<file path="src/rtl/pc_sequencer.sv">
// SPARC PC/nPC sequencer: delay slots, annulled slots, DCTI targets, trap entry.
// Registered pc/npc/annul; a one-cycle SETTLE bubble follows reset and traps.
module pc_sequencer #(
  parameter logic [31:0] RESET_PC  = 32'h00000000,
  parameter logic [31:0] RESET_NPC = 32'h00000004
) (
  input  logic        clk,
  input  logic        rst_n,
  input  logic        advance,
  input  logic [1:0]  ctl_type,
  input  logic        cond_true,
  input  logic        is_uncond,
  input  logic        annul_bit,
  input  logic [31:0] target,
  input  logic        trap_req,
  input  logic [31:0] trap_vec,
  output logic [31:0] pc,
  output logic [31:0] npc,
  output logic        annul,
  output logic        ready
);

  typedef enum logic {
    SETTLE = 1'b0,
    RUN    = 1'b1
  } state_t;

  state_t      r_state;
  state_t      w_state_nxt;
  logic [31:0] r_pc;
  logic [31:0] r_npc;
  logic        r_annul;

  logic [31:0] w_pc_nxt;
  logic [31:0] w_npc_nxt;
  logic        w_annul_nxt;
  logic [31:0] w_seq;
  logic [31:0] w_tgt;
  logic [31:0] w_tvec;
  logic        w_step;
  logic        w_trap;
  logic        w_squash;
  logic        w_unused_lsb;

  assign w_step   = advance & (r_state == RUN);
  assign w_squash = r_annul;
  assign w_trap   = trap_req & ~r_annul;
  assign w_seq    = r_npc + 32'd4;
  assign w_tgt    = {target[31:2], 2'b00};
  assign w_tvec   = {trap_vec[31:2], 2'b00};

  assign w_unused_lsb = ^{target[1:0], trap_vec[1:0]};

  always_ff @(posedge clk or negedge rst_n) begin
    if (!rst_n) begin
      r_state <= SETTLE;
      r_pc    <= RESET_PC;
      r_npc   <= RESET_NPC;
      r_annul <= 1'b0;
    end else begin
      r_state <= w_state_nxt;
      if (w_step) begin
        r_pc    <= w_pc_nxt;
        r_npc   <= w_npc_nxt;
        r_annul <= w_annul_nxt;
      end
    end
  end

  always_comb begin
    w_state_nxt = r_state;
    unique case (r_state)
      SETTLE: w_state_nxt = RUN;
      RUN: begin
        if (w_step && w_trap)
          w_state_nxt = SETTLE;
      end
      default: w_state_nxt = SETTLE;
    endcase
  end

  // Delay slot: pc always takes the old npc unless a trap redirects both.
  always_comb begin
    w_pc_nxt    = r_npc;
    w_npc_nxt   = w_seq;
    w_annul_nxt = 1'b0;
    unique case (1'b1)
      w_squash: begin
        w_npc_nxt = w_seq;
      end
      w_trap: begin
        w_pc_nxt  = w_tvec;
        w_npc_nxt = w_tvec + 32'd4;
      end
      default: begin
        unique case (ctl_type)
          2'b01: begin
            w_npc_nxt = cond_true ? w_tgt : w_seq;
            if (is_uncond)
              w_annul_nxt = annul_bit;
            else
              w_annul_nxt = annul_bit & ~cond_true;
          end
          2'b10:   w_npc_nxt = w_tgt;
          default: w_npc_nxt = w_seq;
        endcase
      end
    endcase
  end

  assign pc    = r_pc;
  assign npc   = r_npc;
  assign annul = r_annul;
  assign ready = (r_state == RUN);

endmodule

</file>
<file path="config.mk">
export PLATFORM = sky130hd
export DESIGN_NAME = pc_sequencer
export DESIGN_NICKNAME = d
export VERILOG_FILES = /design/src/rtl/pc_sequencer.sv
export SDC_FILE = /design/constraint.sdc
export NUM_CORES = 1
export LEC_CHECK = 0
export CORE_UTILIZATION = 48
export CTS_BUF_LIST = sky130_fd_sc_hd__clkbuf_4 sky130_fd_sc_hd__clkbuf_8
export DETAILED_ROUTE_END_ITERATION = 10
export PLACE_DENSITY = 0.83
export SYNTH_ARGS = -nofsm -noshare
export SYNTH_HDL_FRONTEND = slang
export SYNTH_SLANG_ARGS = --single-unit
export TNS_END_PERCENT = 30
</file>
<file path="constraint.sdc">
create_clock -name clk -period 2.1 [get_ports clk]
set_input_delay 0.315 -clock clk [delete_from_list [all_inputs] [get_ports clk]]
set_output_delay 0.315 -clock clk [all_outputs]
set_load 0.02 [all_outputs]
</file>
==> results.py <==
metrics = {
    "status": {
        "status": "complete, but fails checks",
        "failed_checks": "negative setup slack",
    },
    "setup_path": {
        "startpoint_type": "primary input",
        "rrSetupSlack_ps": 0,
        "crit_arrival_ps": 2330,
        "worstPathRequired_ps": 2310,
        "r2r-start": "npc[2]",
        "crit_type": "in -> reg",
        "critPathLaunch": "trap_vec[3]",
        "crit_path_max_fanout": 7,
        "cp-end-kind": "flop",
    },
    "global_route": {
        "grt.total_usage": 0.345,
        "grt_overflow": 0,
        "antenna_found_initial": 0,
        "grt_pass1_vias": 4972,
        "grt_pass1_wl_mm": 24.2,
        "grt_max_degree": 64,
    },
    "place": {
        "hpwl_mm": 11.0,
        "dp_cells": 805,
        "numPortBuffers": 132,
        "placed_area_um2": 6140,
        "gp_congestion": 0.884,
    },
    "floorplan": {
        "io-pin-count": 139,
        "core_area_um2": 8340,
        "fp-row-count": 33,
        "dieArea_um2": 9150,
        "start_util": 0.505,
        "die_w_um": 95.7,
        "die_h_um": 95.7,
    },
    "detailed_routing": {
        "wl_per_cell_um": 18.8,
        "drtIter0Drc": 456,
        "ant_nets": 0,
        "drc_errors": 0,
        "first_pass_iters": 7,
        "wl_mm": 15.6,
        "vias": 5144,
        "routed_via_density": 6.22,
    },
    "clocking": {
        "path_clk_slew_ps": 70,
        "clockRootBuffer": "clkbuf_8",
        "cts.sinks": 63,
        "cts_buffer_depth": 2,
        "cts-htree-levels": 3,
        "numCtsBuffers": 9,
        "cts_tree": "yes",
        "clock_latency_ps": 350,
    },
    "sta": {
        "fmax_mhz": 472,
        "setup-violations-final": 2,
        "drv_slew": 0,
        "period_share": 1.01,
        "totalNegativeSetupSlack_ps": -22.7,
        "grt_setup_unrepaired": "yes",
        "timing.final.ws_setup_ps": -19.0,
        "fin_crit_ps": 2120,
        "finalHoldViolCount": 0,
        "clock_skew_ps": 16.2,
        "whs_ps": 502,
    },
    "job": {
        "maxCapViolCount": 0,
    },
    "yosys": {
        "ys_seq_elements": 63,
        "synthesis.instances": 524,
        "dominantRegCellSynth": "dfrtp_1",
        "synth-edff-count": 0,
        "synth_cell_type_count": 59,
        "synth.avg_cell_area_um2": 8.04,
        "async_reset_ff_frac": 1.00,
        "yosys_warnings": 0,
        "ys_seq_area_frac": 0.375,
        "syn_area_um2": 4210,
    },
    "pwr": {
        "leakagePower_nw": 2.64,
        "powerDensity_nw_per_um2": 688,
        "peakVddDrop_uv": 380,
    },
    "cells_and_area": {
        "design_area_um2": 6510,
        "area_growth_pct": 54.6,
        "drive_gt1_frac": 0.184,
        "n_antenna_cell": 0,
        "final_nets": 794,
        "multi_input_comb_area_um2": 2570,
        "seqCellArea_um2": 1580,
        "final.fill_count": 591,
        "layout.cells.non_filler": 827,
    },
    "worst_hold_path": {
        "hp-class": "in -> async",
    },
}
[worst paths after layout]
path,end,cells after the start
setup / recovery,npc[22],9
hold / removal,pc[28],3
setup reg to reg,npc[29],7
hold reg to reg,pc[17],2
max in group asynchronous,npc[2],3
min in group clk,pc[17],2
[power by group]
group	internal, mW	switching [mW]
Sequential	1.42	0.241
Combinational	0.824	0.869
Clock	0.592	0.531
[Yosys cell counts (3+ instances only)]
master / count / area (um^2)
o21ai_0: 39 / 195
dfrtp_1: 62 / 1550
nand3_1: 25 / 125
nor3b_1: 3 / 22.5
o21ai_1: 3 / 15.0
buf_2: 5 / 25.0
a21oi_1: 14 / 70.1
inv_1: 7 / 26.3
nor4_4: 3 / 63.8
nand2b_1: 3 / 18.8
a22oi_1: 3 / 22.5
o31a_1: 4 / 35.0
nor2_1: 52 / 195
xnor2_1: 12 / 105
buf_1: 3 / 11.3
xor2_1: 15 / 131
ha_1: 4 / 50.1
nand2_1: 99 / 372
nand4_1: 10 / 62.6
clkbuf_1: 23 / 86.3
a221oi_1: 7 / 61.3
a222oi_1: 10 / 100
and4_1: 6 / 52.6
nor4_1: 4 / 25.0
and2_1: 5 / 31.3
o211ai_1: 7 / 52.6
and3_1: 9 / 56.3
buf_4: 4 / 30.0
nor3_2: 4 / 40.0
nor3_1: 9 / 45.0
a31oi_1: 35 / 219
[critical path, cell delays in order]
cell,delay [ps]
clkdlybuf4s50_1,500
ha_2,220
nand2_1,130
nor4_4,300
buf_6,170
nand2_1,80
xnor2_1,160
a222oi_1,320
o2bb2ai_1,140
[area by class of cell]
type                       instances  area share
clock inverter                     5     0.00884
clock buffer                      11      0.0223
tap                              105      0.0202
timing repair buffer             217       0.308
sequential                        63       0.242
multi-input combinational        419       0.395
inverter                           7     0.00404
[cell usage in the layout, fill, tap and decap left out, drive strengths merged, types with 6 or more instances in the layout]
| cell | count |
|---|---|
| a21oi | 15 |
| dfrtp | 62 |
| o211ai | 7 |
| xnor2 | 12 |
| nand4 | 12 |
| and3 | 9 |
| a222oi | 10 |
| xor2 | 15 |
| nor3 | 13 |
| nor4 | 7 |
| a221oi | 7 |
| and2 | 6 |
| nand2 | 99 |
| a31oi | 35 |
| clkbuf | 11 |
| and4 | 6 |
| buf | 85 |
| inv | 7 |
| nand3 | 25 |
| o21ai | 42 |
| nor2 | 54 |
| clkdlybuf4s50 | 130 |
[kinds of logic (layout without fill, tap and decap cells)]
logic type | Yosys count | in the layout | share of synthesized area
xor gates and xnor gates | 27 | 27 | 0.0562
adders and majority gates | 4 | 4 | 0.0119
DFF | 63 | 63 | 0.375
buffers and inverters | 43 | 240 | 0.0437
AOI/OAI and AO/OA | 141 | 141 | 0.223
other | 1 | 2 | 0.000890
and+or+nand+nor | 245 | 245 | 0.290
[per-stage QoR]
| stage | util | total power, mW | worst slack (ps) |
|---|---|---|---|
| finish | 0.781 | 4.48 | -19.0 |
| global route | 0.781 | 4.67 | -103 |
| CTS | 0.763 | 4.39 | 12.9 |
| detailed placement | 0.737 | 3.29 | -397 |
| global placement | 0.737 | 3.25 | -282 |
| floorplan | - | 2.36 | 97.3 |
[state kept, by name (all words and copies together), names as in the netlist]
| signal | cells |
|---|---|
| pc | 31 |
| npc | 30 |
| annul | 1 |
| ready | 1 |
[metal layers]
metal  global-route usage  wire [um]
met2                0.570       7590
met3               0.0614       1540
met1                0.445       6070
met4                0.139        359
met5                    0          0
[repair_timing]
item	4_1_cts	5_1_grt
hold buffers	1	0
gates resized for setup	2	23
setup buffers	0	5
pin swaps	0	6
setup endpoints to repair	5	13
cloned	0	0
hold endpoints to repair	34	0
No activity file was read; power rests on OpenSTA's default activity.
